===== src/rtl/mem_req_queue.sv =====
// In-order request queue in front of the MAIN memory stage.
// Reads return their data on a registered one-cycle response pulse.
module mem_req_queue #(
    parameter int DEPTH  = 4,
    parameter int ADDR_W = 8,
    parameter int DATA_W = 32
) (
    input  logic                       clk,
    input  logic                       rst,
    input  logic                       req_valid,
    output logic                       req_ready,
    input  logic                       req_rw,
    input  logic [ADDR_W-1:0]          req_addr,
    input  logic [DATA_W-1:0]          req_data,
    output logic                       mem_en,
    output logic                       mem_RW,
    output logic [ADDR_W-1:0]          mem_addr,
    output logic [DATA_W-1:0]          mem_dataIN,
    input  logic                       mem_ready,
    input  logic [DATA_W-1:0]          mem_rdata,
    output logic                       resp_valid,
    output logic [DATA_W-1:0]          resp_data,
    output logic [$clog2(DEPTH):0]     count
);

    localparam int PTR_W = $clog2(DEPTH);
    localparam int CNT_W = PTR_W + 1;
    localparam logic [CNT_W-1:0] FULL_COUNT = CNT_W'(DEPTH);

    logic              rw_mem   [DEPTH];
    logic [ADDR_W-1:0] addr_mem [DEPTH];
    logic [DATA_W-1:0] data_mem [DEPTH];

    logic [PTR_W-1:0] wr_ptr;
    logic [PTR_W-1:0] rd_ptr;
    logic             rd_pend;
    logic             push;
    logic             pop;

    assign req_ready  = (count != FULL_COUNT);
    assign mem_en     = (count != '0);
    assign mem_RW     = rw_mem[rd_ptr];
    assign mem_addr   = addr_mem[rd_ptr];
    assign mem_dataIN = data_mem[rd_ptr];

    assign push = req_valid && req_ready;
    assign pop  = mem_en && mem_ready;

    // Storage needs no reset: entries are only visible once count covers them.
    always_ff @(posedge clk) begin
        if (push) begin
            rw_mem[wr_ptr]   <= req_rw;
            addr_mem[wr_ptr] <= req_addr;
            data_mem[wr_ptr] <= req_data;
        end
    end

    always_ff @(posedge clk) begin
        if (rst) begin
            wr_ptr  <= '0;
            rd_ptr  <= '0;
            count   <= '0;
            rd_pend <= 1'b0;
        end else begin
            if (push) wr_ptr <= wr_ptr + 1'b1;
            if (pop)  rd_ptr <= rd_ptr + 1'b1;
            count   <= count + CNT_W'(push) - CNT_W'(pop);
            rd_pend <= pop && !mem_RW;
        end
    end

    // MAIN returns read data one cycle after acceptance; capture it then.
    always_ff @(posedge clk) begin
        if (rst) begin
            resp_valid <= 1'b0;
            resp_data  <= '0;
        end else begin
            resp_valid <= rd_pend;
            if (rd_pend) resp_data <= mem_rdata;
        end
    end

endmodule


===== config.mk =====
export PLATFORM = sky130hd
export DESIGN_NAME = mem_req_queue
export DESIGN_NICKNAME = d
export VERILOG_FILES = /design/src/rtl/mem_req_queue.sv
export SDC_FILE = /design/constraint.sdc
export NUM_CORES = 1
export LEC_CHECK = 0
export ABC_AREA = 1
export CAP_MARGIN = 20
export CORE_ASPECT_RATIO = 1.5
export CORE_MARGIN = 2
export CORE_UTILIZATION = 51
export DETAILED_ROUTE_END_ITERATION = 10
export HOLD_SLACK_MARGIN = 0.1
export PLACE_DENSITY = 0.79
export SKIP_LAST_GASP = 1
export SYNTH_ARGS = -nofsm -noshare
export SYNTH_HDL_FRONTEND = slang
export SYNTH_SLANG_ARGS = --single-unit

===== constraint.sdc =====
create_clock -name clk -period 3.69 [get_ports clk]
set_clock_uncertainty 0.1 [all_clocks]
set_input_delay 0.5535 -clock clk [delete_from_list [all_inputs] [get_ports clk]]
set_output_delay 0.5535 -clock clk [all_outputs]
set_load 0.05 [all_outputs]

==> flow_summary_export.csv, run 1 <==
group,metric,value,unit
synthesis,yosysSeqAreaShare,74.6,%
synthesis,syn_nets,694,
synthesis,synthArstFlopShare,0,%
sta,fin_crit_sh,84.3,%
die,row_count,55,
setup_path,path_class,"reg2out",
sta,rsz0062_at_grt,"no",
detailed_routing,wl_per_cell,17.9,um
cells_and_area,drive_gt1_share,11.0,%
synthesis,ys_top_cells_by_count,"edfxtp_1 (164), nor2_1 (158), o21ai_0 (65)",
clock_tree,cts_buffers,19,
synthesis,synthAdderAreaFrac,1.23,%
min_path,hold_start,"resp_data[19]",
synthesis,synth_top_area_share,63.5,%
die,io_pins,156,
synthesis,netlist_instances,610,
sta,whs,392,ps
sta,fin_tns_setup,0,ps
detailed_routing,routed_wl,17400,um
min_path,whs_path_depth,2,
global_route,grt_util_all_layers,21.0,%
cells_and_area,final_area,9880,um^2
sta,tightest_slew,958,ps
sta,drv_slew,0,
placement,dp.cells,938,
detailed_routing,final_antenna_net_count,0,
clock_tree,cts.repair.resized,0,
setup_path,end_kind,"output pin",
cells_and_area,fin_cells,971,
synthesis,synth.area.mux_share,0,%
die,die_h,155,um
cells_and_area,fin_nets,844,
clock_tree,worstSkewPairLatency,470,ps
global_route,grt_max_degree,82,
synthesis,synth_seq_cells,207,
synthesis,yosys_warnings,0,
die,die_area,16200,um^2
synthesis,syn_area_per_cell,12.7,um^2
global_route,grt_pass1_vias,5466,
die,core,15000,um^2
placement,place_ws,860,ps
clock_tree,clock-sinks,207,
placement,hpwl,11000,um
synthesis,synth_top_area_cell,"edfxtp_1",
synthesis,synth_cell_types,25,
min_path,hold_path.class,"reg2reg",
cells_and_area,nFillCells,1114,
sta,report.final.hold_viol_count,0,
sta,setup_viol,0,
synthesis,synth-edff-count,164,
placement,portBuffers,155,
synthesis,synth_top_family_by_area,"compound AO/OA/AOI/OAI gates",
pwr,ir_drop,0.000474,V
pwr,p_leak,3.56,nW
synthesis,synth-compound-area-share,10.9,%
cells_and_area,synthToLayoutAreaGrowth,27.4,%
sta,fin_ws,579,ps
clock_tree,cts_tree,"yes",
die,initial_core_util,51.7,%
detailed_routing,drt_iter0_drc,364,
clock_tree,cts_max_level,1,
detailed_routing,vias,5256,
sta,post-route-min-period,3110,ps
cells_and_area,n_antenna_cell,0,
min_path,min_to,"resp_data[19]",
detailed_routing,drc,0,
clock_tree,cts_setup_buffers,0,
die,die_x,105,um
detailed_routing,vias_per_cell,5.41,
clock_tree,path_clk_slew,60,ps
setup_path,reg2reg_to,"count[2]",
clock_tree,cts_max_path_buffers,3,
cells_and_area,finalCoreUtilization,65.9,%
synthesis,synth_most_common_cell,"edfxtp_1",
placement,placed_area,9310,um^2
synthesis,yosys-top-cells-area,"edfxtp_1 (63%), dfxtp_1 (11%), nor2_1 (7.6%), o21ai_0 (4.2%), o22ai_1 (3.2%)",
global_route,grt_pass1_wl,27100,um
setup_path,r2r_slack,1150,ps
global_route,overflow,0,
setup_path,worstPathMaxFanout,81,
global_route,grt_antenna_before_repair,0,
synthesis,synthesis.area,7760,um^2
synthesis,synth-simple-area-share,9.02,%
synthesis,synth_xor_area_share,0,%
job,drv_cap,0,
clock_tree,cts_hold_buffers,0,
sta,maxClockFrequency,0.321,GHz
outcome,status,"finished clean",
setup_path,timing.rr.start,"count[1]",
detailed_routing,drtPass1Iterations,5,
setup_path,worstRegToRegCells,10,
pwr,powerDensity,745,nW/um^2
sta,maxSlewHeadroom,36.0,%
synthesis,synth_flop_cell,"edfxtp_1",
clock_tree,cts_root_buf,"clkbuf_16",
pwr,total_power,7.36,mW
setup_path,required,3040,ps
setup_path,arrival,2460,ps
placement,gp_congestion,0.849,
setup_path,start_kind,"flop",
==> cells in the final DEF, fill, tap and decap left out <==
master	n
o22ai_1	40
clkdlybuf4s50_1	114
fa_1	1
inv_2	1
o21ai_0	65
clkinv_1	5
bufinv_16	1
clkbuf_1	3
inv_6	1
clkinv_8	1
nand2_1	18
o21ai_1	48
dfxtp_1	42
a21boi_0	1
inv_8	1
nand2_2	1
nor2_2	1
edfxtp_1	164
or2_0	1
nor2_1	154
nand3_1	4
clkinv_4	1
clkbuf_16	19
clkinvlp_2	1
buf_4	50
dfxtp_2	1
clkinv_2	2
nor2_4	4
a21oi_1	5
inv_1	16
ha_1	6
==> cell type report <==
| class | instances | area, um^2 | share of cell area, % |
|---|---|---|---|
| flip-flops and latches | 207 | 5790 | 58.5 |
| clock inverters | 11 | 92.6 | 0.937 |
| multi-input cells | 349 | 1670 | 16.9 |
| inverters | 19 | 80.1 | 0.810 |
| well taps | 199 | 249 | 2.52 |
| clock buffers | 22 | 487 | 4.92 |
| repair buffers | 164 | 1520 | 15.3 |
==> registers in the layout (all words and copies together), names as in the netlist, named ones only <==
register	cells
resp_data	32
wr_ptr	2
count	3
data_mem	128
addr_mem	32
rd_pend	1
rd_ptr	2
rw_mem	4
resp_valid	1
==> critical path, cell delays in order, from the launching register on <==
cell     delay [ps]
dfxtp_2         940
inv_8           370
o21ai_1         240
o22ai_1         170
buf_4           230
==> cells by family after synthesis <==
group | count (synthesis)
buffers and inverters | 54
AOI/OAI and AO/OA | 159
DFF | 207
and+or+nand+nor | 183
adders and majority gates | 7
==> per-layer routing <==
metal / GRT usage, % / vias up / part of all wire [%]
li1: - / 2478 / -
met1: 22.3 / 2516 / 36
met2: 38.8 / 230 / 52
met3: 6.20 / 32 / 8.5
met4: 8.63 / 0 / 3.3
met5: 0 / - / 0
==> power breakdown <==
part	internal [mW]	switching (mW)	total (mW)	leakage, nW
Clock	1.02	0.805	1.83	0.279
Sequential	2.82	0.153	2.97	1.85
Combinational	0.724	1.83	2.56	1.43
Total	4.57	2.79	7.36	3.56
==> how the worst max path moves through the flow <==
stage	startpoint	cells after the start	endpoint	slack [ps]
6_report	flop	4	mem_addr[1]	580
5_1_grt	flop	4	mem_dataIN[29]	420
4_1_cts	flop	4	mem_dataIN[7]	560
3_5_place_dp	req_valid	9	count[2]	860
3_3_place_gp	req_valid	9	count[2]	900
2_1_floorplan	count[1]	4	addr_mem[0][0]	-140
No activity file was read; power rests on OpenSTA's default activity.
==> inputs of run 2 (changes only) <==
==> constraint.sdc (replaced) <==
create_clock -name clk -period 3.1 [get_ports clk]
set_clock_uncertainty 0.1 [all_clocks]
set_input_delay 0.465 -clock clk [delete_from_list [all_inputs] [get_ports clk]]
set_output_delay 0.465 -clock clk [all_outputs]
set_load 0.05 [all_outputs]
==> run 2 against run 1 <==
- setup slack got worse by 350 ps
- via count shrank 0.78%
- largest power group unchanged
- die area stayed put
- critical endpoint is now mem_dataIN[28]
- final cell count unchanged
- flip-flop and latch count unchanged
- power is 23% higher
- critical path type unchanged
- sequential power up 18%
- sequential share of layout area decreased by 0.74 points
- first-iteration DRC count rose by 2.7%
- clock power grew 33%
==> flow_summary_export.csv, run 2 (synthesis gave the netlist of run 1 again) <==
group,metric,value,unit
outcome,status,"finished clean",
clock_tree,cts.repair.resized,0,
setup_path,cp_slowest_stage_delay,670,ps
sta,fin_ws,228,ps
cells_and_area,finalCoreUtilization,66.7,%
global_route,overflow,0,
placement,hpwl,10700,um
die,die_area,16200,um^2
placement,portBuffers,155,
setup_path,path_common_cell,"buf_4",
setup_path,start_kind,"flop",
sta,rsz0062_at_grt,"no",
global_route,grt_max_degree,82,
sta,maxClockFrequency,0.348,GHz
setup_path,required,2530,ps
detailed_routing,vias_per_cell,5.37,
sta,report.final.hold_viol_count,0,
cells_and_area,final_area,10000,um^2
placement,placed_area,9360,um^2
clock_tree,cts_tree,"yes",
pwr,total_power,9.02,mW
placement,place_ws,591,ps
die,core,15000,um^2
die,io_pins,156,
cells_and_area,drive_gt1_share,11.4,%
clock_tree,cts_max_path_buffers,3,
cells_and_area,fin_nets,844,
sta,whs,395,ps
sta,fin_tns_setup,0,ps
detailed_routing,routed_wl,16900,um
setup_path,r2r_slack,910,ps
global_route,grt_pass1_vias,5472,
setup_path,crit_slowest_cell,"dfxtp_2",
setup_path,worstPathMaxFanout,37,
clock_tree,cts_setup_buffers,0,
clock_tree,cts_buffers,19,
setup_path,cp-endpoint,"mem_dataIN[28]",
global_route,grt_util_all_layers,20.8,%
clock_tree,cts_max_level,1,
clock_tree,path_clk_slew,70,ps
job,drv_cap,0,
placement,gp_congestion,0.836,
cells_and_area,reg_top3,"data_mem: 128 flops, addr_mem: 32 flops, resp_data: 32 flops",
setup_path,path_class,"reg2out",
sta,setup_viol,0,
die,die_h,155,um
sta,drv_slew,0,
detailed_routing,drtPass1Iterations,5,
die,initial_core_util,51.7,%
setup_path,worstRegToRegCells,10,
die,die_x,105,um
sta,post-route-min-period,2870,ps
detailed_routing,final_antenna_net_count,0,
min_path,hold_path.class,"reg2reg",
global_route,grt_pass1_wl,26800,um
setup_path,arrival,2310,ps
global_route,grt_antenna_before_repair,0,
die,row_count,55,
setup_path,timing.rr.start,"count[1]",
pwr,ir_drop,0.000528,V
detailed_routing,vias,5215,
cells_and_area,largest_reg_flops,128,
setup_path,crit_chain,"buf_4, o21ai_0, o22ai_1, buf_4",
cells_and_area,synthToLayoutAreaGrowth,29.1,%
sta,tightest_slew,920,ps
detailed_routing,drc,0,
clock_tree,worstSkewPairLatency,470,ps
sta,maxSlewHeadroom,38.6,%
clock_tree,cts_root_buf,"clkbuf_16",
sta,fin_crit_sh,92.6,%
placement,dp.cells,938,
clock_tree,clock-sinks,207,
setup_path,end_kind,"output pin",
cells_and_area,nFillCells,1101,
detailed_routing,drt_iter0_drc,374,
cells_and_area,top_register,"data_mem",
cells_and_area,layout.cells.most_common_list,"edfxtp_1 (164), nor2_1 (154), clkdlybuf4s50_1 (114)",
detailed_routing,wl_per_cell,17.4,um
clock_tree,cts_hold_buffers,0,
cells_and_area,fin_cells,971,
cells_and_area,layout_commonest_cell,"edfxtp_1",
setup_path,reg2reg_to,"count[2]",
pwr,p_leak,3.60,nW
pwr,powerDensity,901,nW/um^2
cells_and_area,n_antenna_cell,0,
==> run 2: how the worst min path moves through the flow <==
stage               cells past startpoint  slack, ps     startpoint       endpoint
global route                            2        420  resp_data[22]  resp_data[22]
CTS                                     2        400  resp_data[11]  resp_data[11]
finish                                  2        400  resp_data[11]  resp_data[11]
global placement                        2        370  resp_data[19]  resp_data[19]
floorplan                               2        350      rd_ptr[0]           flop
detailed placement                      2        370  resp_data[11]  resp_data[11]
==> run 2: report_power, final <==
group,internal (mW),switching [mW]
registers,3.35,0.147
logic,0.885,2.19
clock network,1.49,0.952
total,5.73,3.29
==> run 2: cell type report <==
class,instances,area [um^2],area share [%]
sequential,207,5790,57.8
tap,199,249,2.49
timing repair buffer,164,1570,15.6
clock buffer,24,504,5.04
multi-input combinational,349,1670,16.7
clock inverter,9,151,1.51
inverter,19,80.1,0.800
==> run 2: critical path: cells and delay by family (launching register included) <==
family / cells / cell delay, ps
flip-flops: 1 / 670
buffers and inverters: 2 / 690
AO/OA/AOI/OAI: 2 / 460
==> run 2: layer usage <==
metal	GRT usage [%]	vias up	part of all wire (%)
met5	0	-	0
met4	5.90	0	2.1
met3	5.07	25	7.0
met2	40.1	198	55
met1	22.5	2515	36
li1	-	2477	-
